File: config.mk
export PLATFORM = sky130hd
export DESIGN_NAME = mips_pipe_hazard_ctrl
export DESIGN_NICKNAME = d
export VERILOG_FILES = /design/src/rtl/mips_pipe_hazard_ctrl.sv
export SDC_FILE = /design/constraint.sdc
export NUM_CORES = 1
export LEC_CHECK = 0
export CAP_MARGIN = 20
export CORE_AREA = 3 3 206 107
export CTS_CLUSTER_DIAMETER = 80
export DETAILED_ROUTE_END_ITERATION = 16
export DIE_AREA = 0 0 209 110
export GPL_ROUTABILITY_DRIVEN = 0
export GPL_TIMING_DRIVEN = 0
export PLACE_DENSITY = 0.76
export REMOVE_ABC_BUFFERS = 1
export SKIP_CTS_REPAIR_TIMING = 1
export SLEW_MARGIN = 20
export SYNTH_ARGS = -nofsm -noshare
export SYNTH_HDL_FRONTEND = slang
export SYNTH_SLANG_ARGS = --single-unit
File: constraint.sdc
create_clock -name clock -period 8.51 [get_ports clock]
set_input_delay 1.702 -clock clock [delete_from_list [all_inputs] [get_ports clock]]
set_output_delay 1.702 -clock clock [all_outputs]
set_load 0.1 [all_outputs]
File: src/rtl/mips_pipe_hazard_ctrl.sv
// rtl/mips_pipe_hazard_ctrl.sv - hazard, forwarding and run-control sequencer for the MIPS-Lite 5-stage pipe
// Tracks EX/MEM/WB destinations itself and derives stall/flush/bubble/forward controls from the ID instruction.
module mips_pipe_hazard_ctrl #(
  parameter int FORWARDING = 1,
  parameter int CNT_W      = 32
) (
  input  logic             clock,
  input  logic             reset,
  input  logic             id_valid,
  input  logic [31:0]      id_instr,
  input  logic             branch_taken,
  output logic             pc_write,
  output logic             if_id_write,
  output logic             if_id_flush,
  output logic             id_ex_bubble,
  output logic [1:0]       fwd_a_sel,
  output logic [1:0]       fwd_b_sel,
  output logic             done,
  output logic [CNT_W-1:0] cycle_count,
  output logic [CNT_W-1:0] stall_count,
  output logic [CNT_W-1:0] hazard_count,
  output logic [CNT_W-1:0] branch_count
);

  typedef enum logic [1:0] {S_RUN, S_DRAIN, S_DONE} state_t;

  state_t state_q, state_d;
  logic       ex_valid_q, ex_valid_d, ex_load_q, ex_load_d, ex_halt_q, ex_halt_d;
  logic [4:0] ex_dst_q, ex_dst_d, ex_src_a_q, ex_src_a_d, ex_src_b_q, ex_src_b_d;
  logic       mem_valid_q, mem_valid_d, mem_load_q, mem_load_d, mem_halt_q, mem_halt_d;
  logic [4:0] mem_dst_q, mem_dst_d;
  logic       wb_valid_q, wb_valid_d, wb_halt_q, wb_halt_d;
  logic [4:0] wb_dst_q, wb_dst_d;
  logic       stalled_q, stalled_d, done_q, done_d;
  logic [CNT_W-1:0] cycle_q, cycle_d, stall_q, stall_d, hazard_q, hazard_d, branch_q, branch_d;

  logic [5:0] op;
  logic [4:0] id_src_a, id_src_b, id_dst;
  logic       id_load, id_halt, raw_hazard, stall, accept, not_done;
  logic       unused_instr_bits;

  assign op = id_instr[31:26];
  assign unused_instr_bits = ^id_instr[10:0];

  // Unused sources and absent destinations are encoded as R0, which never matches.
  function automatic logic hit(input logic [4:0] src, input logic v, input logic [4:0] dst);
    return v && (dst != 5'd0) && (src == dst);
  endfunction

  function automatic logic [CNT_W-1:0] sat_inc(input logic [CNT_W-1:0] v, input logic en);
    return (en && (v != {CNT_W{1'b1}})) ? v + CNT_W'(1) : v;
  endfunction

  always_comb begin
    id_src_a = 5'd0;
    id_src_b = 5'd0;
    id_dst   = 5'd0;
    id_load  = 1'b0;
    id_halt  = 1'b0;
    if (id_valid) begin
      if (op <= 6'h0B) begin
        id_src_a = id_instr[25:21];
        if (!op[0]) begin
          id_src_b = id_instr[20:16];
          id_dst   = id_instr[15:11];
        end else begin
          id_dst   = id_instr[20:16];
        end
      end else begin
        case (op)
          6'h0C: begin id_src_a = id_instr[25:21]; id_dst = id_instr[20:16]; id_load = 1'b1; end
          6'h0D, 6'h0F: begin id_src_a = id_instr[25:21]; id_src_b = id_instr[20:16]; end
          6'h0E, 6'h10: id_src_a = id_instr[25:21];
          6'h11: id_halt = 1'b1;
          default: ;
        endcase
      end
    end
  end

  always_comb begin
    raw_hazard = 1'b0;
    if (FORWARDING != 0) begin
      raw_hazard = ex_valid_q && ex_load_q &&
                   (hit(id_src_a, 1'b1, ex_dst_q) || hit(id_src_b, 1'b1, ex_dst_q));
    end else begin
      raw_hazard = hit(id_src_a, ex_valid_q, ex_dst_q) || hit(id_src_b, ex_valid_q, ex_dst_q) ||
                   hit(id_src_a, mem_valid_q, mem_dst_q) || hit(id_src_b, mem_valid_q, mem_dst_q);
    end
  end

  assign stall    = (state_q == S_RUN) && !branch_taken && raw_hazard;
  assign accept   = (state_q == S_RUN) && !branch_taken && !stall;
  assign not_done = (state_q != S_DONE);

  always_comb begin
    state_d = state_q;
    case (state_q)
      S_RUN:   if (accept && id_halt) state_d = S_DRAIN;
      S_DRAIN: if (wb_valid_q && wb_halt_q) state_d = S_DONE;
      S_DONE:  state_d = S_DONE;
      default: state_d = S_RUN;
    endcase
  end

  always_comb begin
    pc_write     = 1'b0;
    if_id_write  = 1'b0;
    if_id_flush  = 1'b1;
    id_ex_bubble = 1'b1;
    if (!reset) begin
      case (state_q)
        S_RUN: begin
          pc_write     = !stall;
          if_id_write  = !stall;
          if_id_flush  = branch_taken;
          id_ex_bubble = stall || branch_taken;
        end
        S_DRAIN: if_id_write = 1'b1;
        default: ;
      endcase
    end
  end

  // MEM result wins over WB; a load in MEM has no data yet, so it cannot forward.
  always_comb begin
    fwd_a_sel = 2'b00;
    fwd_b_sel = 2'b00;
    if ((FORWARDING != 0) && !reset && ex_valid_q) begin
      if (mem_valid_q && !mem_load_q && hit(ex_src_a_q, 1'b1, mem_dst_q)) fwd_a_sel = 2'b01;
      else if (hit(ex_src_a_q, wb_valid_q, wb_dst_q))                   fwd_a_sel = 2'b10;
      if (mem_valid_q && !mem_load_q && hit(ex_src_b_q, 1'b1, mem_dst_q)) fwd_b_sel = 2'b01;
      else if (hit(ex_src_b_q, wb_valid_q, wb_dst_q))                   fwd_b_sel = 2'b10;
    end
  end

  always_comb begin
    ex_valid_d  = accept && id_valid;
    ex_load_d   = accept && id_load;
    ex_halt_d   = accept && id_halt;
    ex_dst_d    = accept ? id_dst : 5'd0;
    ex_src_a_d  = accept ? id_src_a : 5'd0;
    ex_src_b_d  = accept ? id_src_b : 5'd0;
    mem_valid_d = ex_valid_q;
    mem_load_d  = ex_load_q;
    mem_halt_d  = ex_halt_q;
    mem_dst_d   = ex_dst_q;
    wb_valid_d  = mem_valid_q;
    wb_halt_d   = mem_halt_q;
    wb_dst_d    = mem_dst_q;
    stalled_d   = stall;
    done_d      = (state_d == S_DONE);
    cycle_d     = sat_inc(cycle_q, not_done);
    stall_d     = sat_inc(stall_q, stall);
    hazard_d    = sat_inc(hazard_q, stall && !stalled_q);
    branch_d    = sat_inc(branch_q, branch_taken && not_done);
  end

  always_ff @(posedge clock) begin
    if (reset) begin
      state_q <= S_RUN;
      ex_valid_q <= 1'b0; ex_load_q <= 1'b0; ex_halt_q <= 1'b0;
      ex_dst_q <= 5'd0; ex_src_a_q <= 5'd0; ex_src_b_q <= 5'd0;
      mem_valid_q <= 1'b0; mem_load_q <= 1'b0; mem_halt_q <= 1'b0; mem_dst_q <= 5'd0;
      wb_valid_q <= 1'b0; wb_halt_q <= 1'b0; wb_dst_q <= 5'd0;
      stalled_q <= 1'b0; done_q <= 1'b0;
      cycle_q <= '0; stall_q <= '0; hazard_q <= '0; branch_q <= '0;
    end else begin
      state_q <= state_d;
      ex_valid_q <= ex_valid_d; ex_load_q <= ex_load_d; ex_halt_q <= ex_halt_d;
      ex_dst_q <= ex_dst_d; ex_src_a_q <= ex_src_a_d; ex_src_b_q <= ex_src_b_d;
      mem_valid_q <= mem_valid_d; mem_load_q <= mem_load_d; mem_halt_q <= mem_halt_d; mem_dst_q <= mem_dst_d;
      wb_valid_q <= wb_valid_d; wb_halt_q <= wb_halt_d; wb_dst_q <= wb_dst_d;
      stalled_q <= stalled_d; done_q <= done_d;
      cycle_q <= cycle_d; stall_q <= stall_d; hazard_q <= hazard_d; branch_q <= branch_d;
    end
  end

  assign done         = done_q;
  assign cycle_count  = cycle_q;
  assign stall_count  = stall_q;
  assign hazard_count = hazard_q;
  assign branch_count = branch_q;

endmodule

* Word-level counts from Yosys, hierarchy flattened
Index checks and enable logic that the tools add are counted.
** Operators by class
- Add/subtract/negate cells :: 4
- Magnitude comparators :: 1
- Equality and inequality tests :: 20
- Mux-type cells :: 33
- Bitwise logic cells :: 2
- Reductions and logical operators :: 41
** Operators by type and width (number)
- 32-bit by 1-bit adder with 32-bit output (second input constant) :: 4
- 32-bit inequality test (second input constant) :: 4
- 5-bit two-way mux :: 10
- 5-bit == test :: 6
- 1-bit logical AND :: 26
- 6-bit by 4-bit == test with 1-bit output (second input constant) :: 4
- 2-bit two-way mux :: 8
- 5-bit nonzero test :: 3
- 1-bit two-way mux :: 13
- 6-bit by 5-bit == test with 1-bit output (second input constant) :: 2
- 6-bit by 4-bit less-or-equal comparator with 1-bit output (second input constant) :: 1
- 2-bit one-hot mux with 3 select lines :: 1
- 1-bit zero test :: 5
- 5-bit OR reduction :: 1
- 2-bit == test (second input constant) :: 2
- 2-bit OR reduction :: 2
- 3-bit OR reduction :: 1
- 2-bit by 1-bit == test with 1-bit output (second input constant) :: 1
- 2-bit zero test :: 1
- 1-bit logical OR :: 2
- 2-bit inequality test (second input constant) :: 1
- 1-bit NOT :: 2
- 1-bit one-hot mux with 2 select lines :: 1
** Storage, ports and cells
- Register bits :: 165
- Output and inout port bits :: 137

* Longest topological paths before layout
Gate-level depths: netlist of run 1.
- Word-level depth :: 16
- Depth in mapped cells :: 11

* Least setup slack after synthesis of run 1
OpenSTA, ideal clock, no wires.
- Kind :: input-to-output
- From :: in id_instr[30]
- To :: out pc_write
- Arrival :: 6.256 ns
- Setup slack :: 0.552 ns
- Cell stages on the path :: 9
- Path buffers :: 2
- Cell sequence :: or3b_1 -> o41a_1 -> a21oi_1 -> a211oi_2 -> nor2_2 -> buf_2 -> clkbuf_1 -> nor2_1 -> nor4_1
** On the way
- Word-level cells in the longest chain between the ends :: 13
- Elaborated cells between the ends (all ways) :: 24
** RTL lines
- from (decl) :: line 10 : input logic [31:0] id_instr,
- 6-bit by 4-bit == test with 1-bit output or 6-bit by 5-bit == test with 1-bit output (tied branches) :: line 70 : case (op)
- 5-bit OR reduction (no line) or 2-bit OR reduction (tied branches)
- 5-bit two-way mux :: line 70
- 5-bit two-way mux :: line 61 : if (op <= 6'h0B) begin
- 5-bit two-way mux :: line 60 : if (id_valid) begin
- 5-bit == test
- 1-bit logical AND :: line 47 : return v && (dst != 5'd0) && (src == dst);
- 1-bit logical OR * :: line 85 : (hit(id_src_a, 1'b1, ex_dst_q) || hit(id_src_b, 1'b1, ex_dst_q));
- 1-bit logical AND * :: line 84 : raw_hazard = ex_valid_q && ex_load_q &&
- 1-bit logical AND * :: line 92 : assign stall = (state_q == S_RUN) && !branch_taken && raw_hazard;
- 1-bit zero test * :: line 114 : pc_write = !stall;
- 1-bit two-way mux * :: line 112 : case (state_q)
- 1-bit two-way mux * :: line 111 : if (!reset) begin
- to (decl) :: line 12 : output logic pc_write,
Mark *: on every way between the ends. The rest lies on a longest branch, timed or not.

* Final worst setup path of run 1
- From :: in id_instr[26]
- To :: out id_ex_bubble
** On the way
- Word-level cells in the longest chain between the ends :: 13
- Elaborated cells between the ends (all ways) :: 25
** RTL lines
- 6-bit by 4-bit == test with 1-bit output or 6-bit by 5-bit == test with 1-bit output (tied branches) :: line 70
- 5-bit OR reduction (no line) or 2-bit OR reduction (tied branches)
- 5-bit two-way mux :: line 70
- 5-bit two-way mux :: line 61
- 5-bit two-way mux :: line 60
- 5-bit == test
- 1-bit logical AND :: line 47
- 1-bit logical OR * :: line 85
- 1-bit logical AND * :: line 84
- 1-bit logical AND * :: line 92
- 1-bit logical OR * :: line 117 : id_ex_bubble = stall || branch_taken;
- 1-bit two-way mux * :: line 112
- 1-bit two-way mux * :: line 111
- to (decl) :: line 15 : output logic id_ex_bubble,
Marks and branches as above.

==> results.py, run 1 <==
metrics = {
    "route": {
        "met3_length_microns": 774,
        "vias": 7596,
        "dr.max_layer_used": "met4",
        "routed-wl-met2_microns": 10730,
        "drtIter0Drc": 421,
        "postRouteAntennaNets": 0,
        "drtPass1Iterations": 5,
        "wl_per_cell_microns": 15.43,
        "avgViaCountPerCell": 5.508,
        "wirelength_microns": 21280,
        "drc": 0,
        "met1Wirelength_microns": 9574,
    },
    "synth": {
        "syn_avg_cell_area_sq_um": 8.437,
        "synth_common_cells": "165 x dfxtp_1, 115 x nor2_1, 55 x nand3_1",
        "yosysWarnings": 0,
        "synthCells": 958,
        "yosysTopAreaCell": "dfxtp_1",
        "netlist-cell-type-count": 63,
        "ys_seq_area_share_pct": 40.87,
        "synth.area.top_cells": "dfxtp_1 41%, nor2_1 5.3%, xor2_1 5.0%",
        "yosys.area.top_type_share_pct": 40.87,
        "synth_edf_count": 0,
        "synth_most_common_cell": "dfxtp_1",
        "synth_top_flop_cell": "dfxtp_1",
        "syn_area_sq_um": 8083,
        "synthArstFlopShare_pct": 0,
        "synth-seq-cells": 165,
    },
    "sta": {
        "skew_ns": 0.01000,
        "fin_crit_sh_pct": 84.11,
        "setup_viol": 0,
        "rsz0062_at_grt": "false",
        "slew-limit-headroom_pct": 21.81,
        "drv_slew": 0,
        "max_freq_ghz": 0.1397,
        "finalCriticalPeriod_ns": 7.158,
        "fin_worst_hold_slack_ns": 0.4328,
        "hold_violations": 0,
        "tightest_slew_ns": 1.164,
    },
    "cts": {
        "h-tree-depth": 4,
        "clk_latency_ns": 0.42,
        "root_buffer": "clkbuf_16",
        "clockBufferDepth": 2,
        "cts.sinks": 165,
        "cts_tree": "built",
        "numCtsBuffers": 17,
        "path_clk_slew_ns": 0.07,
    },
    "floorplan": {
        "die_area_sq_um": 22990,
        "die_h_microns": 110,
        "fp-row-count": 37,
        "core_sq_um": 20370,
        "start_util_pct": 39.68,
        "fp.dieW_microns": 209,
        "ios": 173,
    },
    "run": {
        "drv_cap": 0,
    },
    "setup_path": {
        "crit_type": "primary input to output port",
        "end_kind": "output port",
        "crit_slowest_cell": "clkdlybuf4s50_1",
        "crit_buf_inv": 3,
        "path_common_cell": "clkdlybuf4s50_1",
        "worstSetupStartpointType": "primary input",
        "crit_path_cell_trace": "clkdlybuf4s50_1, o41ai_1, nand3_1, xor2_1, and4_1, nor3_1, inv_1, clkdlybuf4s50_1",
        "crit_fanout": 12,
        "path_delay_family": "buffers and inverters",
        "worst_ep_arrival_time_ns": 5.46,
        "worstPathRequired_ns": 6.81,
        "critPathMaxStageDelay_ns": 1.03,
    },
    "pwr": {
        "ir_drop_mv": 0.1043,
        "leakage_uw": 0.003574,
        "power_frac_clock_pct": 46.0,
        "p_int_uw": 1192,
        "combPwrFrac_pct": 5.5,
        "power_per_cell_area_nw_per_um2": 153.1,
        "p_sw_uw": 416.0,
        "p_seq_share_pct": 48.5,
        "switching_share_pct": 25.87,
    },
    "place": {
        "portBuffers": 161,
        "numPlacedInstances": 1347,
        "dp_hpwl_microns": 15290,
    },
    "cells_and_area": {
        "stdcell_count": 1379,
        "diodes": 0,
        "drive_above_1_share_pct": 5.425,
        "area.growth.synth_to_final_pct": 29.94,
        "nNetsFinal": 1133,
    },
    "status": {
        "status": "finished, final reports clean",
    },
    "global_routing": {
        "antenna_found_initial": 0,
        "grt_pass1_wl_microns": 34440,
        "overflow": 0,
        "grt_pass1_vias": 6979,
        "grt_usage_pct": 17.88,
        "grt_max_degree": 108,
    },
    "hold_path": {
        "min_path_type": "register to register",
    },
}
## per-stage QoR
step | area [sq um] | util (%) | worst slack [ns] | setup TNS, ns | power [uW]
final | 10500 | 51.56 | 1.352 | 0 | 1608
after floorplan | 7896 | - | -0.2719 | -0.2719 | 843.0
after CTS | 10500 | 51.56 | 1.329 | 0 | 1630
after global placement | 9849 | 48.35 | -1.461 | -9.824 | 884.8
after global routing | 10500 | 51.56 | 1.083 | 0 | 1671
after detailed placement | 9936 | 48.78 | 1.343 | 0 | 886.0
## sequential cells by signal, indices dropped and copies added, names as in the netlist
name / count
mem_valid_q: 1
stall_count: 32
mem_load_q: 1
hazard_count: 32
wb_halt_q: 1
state_q: 2
done: 1
ex_src_a_q: 5
ex_src_b_q: 5
wb_valid_q: 1
ex_load_q: 1
stalled_q: 1
branch_count: 32
ex_valid_q: 1
mem_halt_q: 1
ex_dst_q: 5
cycle_count: 32
wb_dst_q: 5
ex_halt_q: 1
mem_dst_q: 5
## worst reg2reg max path, cell delays in order (launching register included)
cell     delay, ns
dfxtp_1       0.36
or3_1         0.52
nor2_1        0.78
nand2_1       0.62
nor4b_1       0.47
mux2_2        0.37
## final timing paths
path | from | to | slack (ns) | cells after the start
setup / recovery | id_instr[26] | id_ex_bubble | 1.35 | 8
hold reg to reg | mem_halt_q | wb_halt_q | 0.43 | 1
setup reg to reg | state_q[0] | hazard_count[7] | 5.29 | 5
hold / removal | mem_halt_q | wb_halt_q | 0.43 | 1
## area by class of cell
type | count | area, sq um
fill | 1889 | 9867
clock buffer | 18 | 429.2
tap | 273 | 341.6
sequential | 165 | 3303
timing repair buffer | 164 | 1688
inverter | 13 | 48.80
clock inverter | 14 | 137.6
multi-input combinational | 732 | 4554
## cell families after synthesis
| kind of cell | Yosys count | synth area share [%] |
|---|---|---|
| compound gates | 132 | 10.45 |
| xor+xnor | 82 | 8.885 |
| fa+ha+maj | 4 | 0.6192 |
| buf+inv | 61 | 2.910 |
| flops | 165 | 40.87 |
| mux | 21 | 2.895 |
| simple gates | 493 | 33.37 |
## power by group through the flow
stage,Combinational [uW],Sequential [uW],Clock [uW]
final,88.6,779,740
after global routing,95.2,780,797
after CTS,88.9,779,761
after detailed placement,88.8,797,0
after global placement,87.6,797,0
after floorplan,30.4,813,0
## cells in the final DEF (no fill, tap or decap), types with 3 or more instances in the layout
master and count:
mux2_2 18, and2_1 7, and3_1 39, nand2b_1 5, nor4bb_1 3, nor3_1 26
nand2_1 50, clkdlybuf4s50_1 160, a21oi_1 49, ha_1 4, dfxtp_1 165, inv_6 4
nor4_1 25, or3_1 24, nor3b_1 4, nor2_1 115, clkinv_4 3, nor4b_1 3
xor2_1 46, nand3_1 55, o41ai_1 3, o21ai_0 22, o31ai_1 22, clkbuf_16 17
inv_8 4, or4_1 30, nand4_1 42, a22oi_1 6, nor2b_1 37, xnor2_1 36
o211ai_1 3, and4_1 17, inv_1 13
## per-layer routing
| layer | vias to the layer above | GRT usage, % |
|---|---|---|
| met5 | - | 0 |
| met4 | 0 | 3.866 |
| met3 | 17 | 3.873 |
| met2 | 143 | 32.71 |
| met1 | 3657 | 21.96 |
| li1 | 3779 | - |
(Power assumes the default switching activity.)
==> run 2, diff against run 1 <==
PLACE_DENSITY = 0.78   (was 0.76)
clock period = 5.9 ns   (was 8.51 ns; I/O delays follow)
==> run 2 against run 1 <==
Power rose by 48%. Clock power rose by 53%. Die area did not move. Sequential share of layout area fell by 0.067 points. Sequential cell count did not move. Via count rose by 0.71%. Critical path type unchanged. Critical endpoint is now if_id_write. Largest power group is now the clock network.
==> results.py, run 2 (synthesis gave the netlist of run 1 again) <==
metrics = {
    "status": {
        "status": "finished, final reports clean",
    },
    "cells_and_area": {
        "final-seq-area_sq_um": 3303,
        "final_area_sq_um": 10530,
        "mostFrequentLayoutCell": "dfxtp_1",
        "area.growth.synth_to_final_pct": 30.22,
        "layout_common_cells": "165 x dfxtp_1, 157 x clkdlybuf4s50_1, 115 x nor2_1, 55 x nand3_1, 50 x nand2_1",
        "diodes": 0,
        "fill_cells": 1855,
        "nNetsFinal": 1133,
        "drive_above_1_share_pct": 5.967,
        "multi_input_comb_area_sq_um": 4564,
    },
    "pwr": {
        "total_power_uw": 2382,
        "p_int_uw": 1793,
        "power_per_cell_area_nw_per_um2": 226.3,
        "power_frac_clock_pct": 47.4,
        "combPwrFrac_pct": 5.4,
        "p_seq_share_pct": 47.2,
        "leakage_uw": 0.003594,
        "ir_drop_mv": 0.1597,
        "switching_share_pct": 24.72,
        "p_sw_uw": 588.9,
    },
    "route": {
        "wl_per_cell_microns": 15.75,
        "wirelength_microns": 21720,
        "avgViaCountPerCell": 5.547,
        "vias": 7650,
        "postRouteAntennaNets": 0,
        "drtIter0Drc": 537,
        "drc": 0,
        "drtPass1Iterations": 5,
    },
    "sta": {
        "fin_crit_sh_pct": 94.44,
        "tightest_slew_ns": 1.041,
        "drv_slew": 0,
        "max_freq_ghz": 0.1795,
        "finalCriticalPeriod_ns": 5.572,
        "skew_ns": 0.01239,
        "setup_viol": 0,
        "slew-limit-headroom_pct": 30.38,
        "hold_violations": 0,
        "rsz0062_at_grt": "false",
    },
    "setup_path": {
        "crit_fanout": 31,
        "worstPathRequired_ns": 4.72,
        "reg2reg_slack_ns": 2.65,
        "crit_type": "primary input to output port",
        "worstSetupStartpointType": "primary input",
        "r2r_end": "hazard_count[7]",
        "startpoint": "id_valid",
        "r2r_start": "state_q[0]",
        "crit_path_cell_trace": "clkdlybuf4s50_1, or3b_1, nor3_2, nand4_1, a211oi_2, nor2_4, buf_16, nor2_1, nor3_1, clkbuf_2",
        "critPathMaxStageDelay_ns": 0.62,
        "end_kind": "output port",
        "crit_slowest_cell": "a211oi_2",
        "worst_ep_arrival_time_ns": 4.39,
        "r2r_cells": 5,
        "endpoint": "if_id_write",
    },
    "global_routing": {
        "grt_pass1_vias": 7220,
        "antenna_found_initial": 0,
        "grt_pass1_wl_microns": 35070,
        "grt_usage_pct": 18.24,
        "grt_max_degree": 107,
        "overflow": 0,
    },
    "cts": {
        "numCtsBuffers": 17,
        "clk_latency_ns": 0.42,
        "root_buffer": "clkbuf_16",
        "h-tree-depth": 4,
        "cts.sinks": 165,
        "clockBufferDepth": 2,
        "cts_tree": "built",
        "path_clk_slew_ns": 0.06,
    },
    "floorplan": {
        "die_h_microns": 110,
        "die_area_sq_um": 22990,
        "fp.dieW_microns": 209,
        "ios": 173,
        "core_sq_um": 20370,
        "fp-row-count": 37,
        "start_util_pct": 39.68,
    },
    "run": {
        "drv_cap": 0,
    },
    "hold_path": {
        "min_path_type": "register to register",
    },
    "place": {
        "portBuffers": 161,
        "dp_hpwl_microns": 15520,
        "post_dp_cell_area_sq_um": 9936,
    },
}
[run 2: changes by cell type in the layout (fill, tap and decap cells not counted)]
cell / previous run / this run
nor3_2: 1 / 3
inv_8: 4 / 2
clkinv_2: 0 / 2
clkinv_8: 1 / 0
nor3_1: 26 / 24
clkbuf_2: 0 / 3
bufinv_16: 0 / 2
clkdlybuf4s50_1: 160 / 157
clkbuf_1: 1 / 0
[run 2: power groups by stage]
stage	Clock (uW)	Sequential (uW)	Combinational, uW
after global routing	1200	1120	138
after detailed placement	0	1150	128
after CTS	1150	1120	129
final	1130	1120	128
after floorplan	0	1170	43.9
after global placement	0	1150	126
[run 2: metal layers]
layer,global-route usage [%],share of wire [%],up-vias
li1,-,-,3761
met1,22.25,43,3696
met2,32.29,50,162
met3,4.213,4.7,31
met4,6.158,2.0,0
met5,0,0,-
[run 2: worst min-delay path by stage]
stage | startpoint | end | slack [ns] | cells past startpoint
final | ex_halt_q | mem_halt_q | 0.44 | 1
after global routing | ex_halt_q | mem_halt_q | 0.46 | 1
after CTS | ex_halt_q | mem_halt_q | 0.44 | 1
after detailed placement | ex_halt_q | mem_halt_q | 0.43 | 1
after global placement | ex_halt_q | mem_halt_q | 0.43 | 1
after floorplan | ex_halt_q | mem_halt_q | 0.41 | 1
[run 2: worst max-delay path, delay by kind of cell]
| family | cells | cell delay, ns |
|---|---|---|
| buf+inv | 3 | 1.16 |
| simple gates | 6 | 1.42 |
| compound gates | 1 | 0.62 |
[run 2: through the flow]
stage | cells | TNS [ns] | worst slack (ns) | hold WS (ns) | util [%]
final | 1379 | 0 | 0.3282 | 0.4404 | 51.67
after global routing | 1379 | 0 | 0.07195 | 0.4569 | 51.67
after global placement | 1344 | -76.87 | -2.979 | 0.4267 | 48.35
after floorplan | 910 | -2.882 | -1.838 | 0.4138 | -
after CTS | 1379 | -0.7031 | -0.2533 | 0.4439 | 51.70
after detailed placement | 1347 | -0.6956 | -0.2451 | 0.4257 | 48.78
[run 2: cell type report]
| class | count | share of cell area (%) |
|---|---|---|
| Clock inverter | 15 | 1.605 |
| Inverter | 13 | 0.4636 |
| Sequential cell | 165 | 31.38 |
| Clock buffer | 17 | 4.042 |
| Timing Repair Buffer | 164 | 15.89 |
| Multi-Input combinational cell | 732 | 43.37 |
| Tap cell | 273 | 3.245 |
==> run 3, diff against run 2 <==
CAP_MARGIN = 15   (was 20)
==> results of run 3 <==
Same layout as run 2: the final DEF is identical, and so are final timing and power.
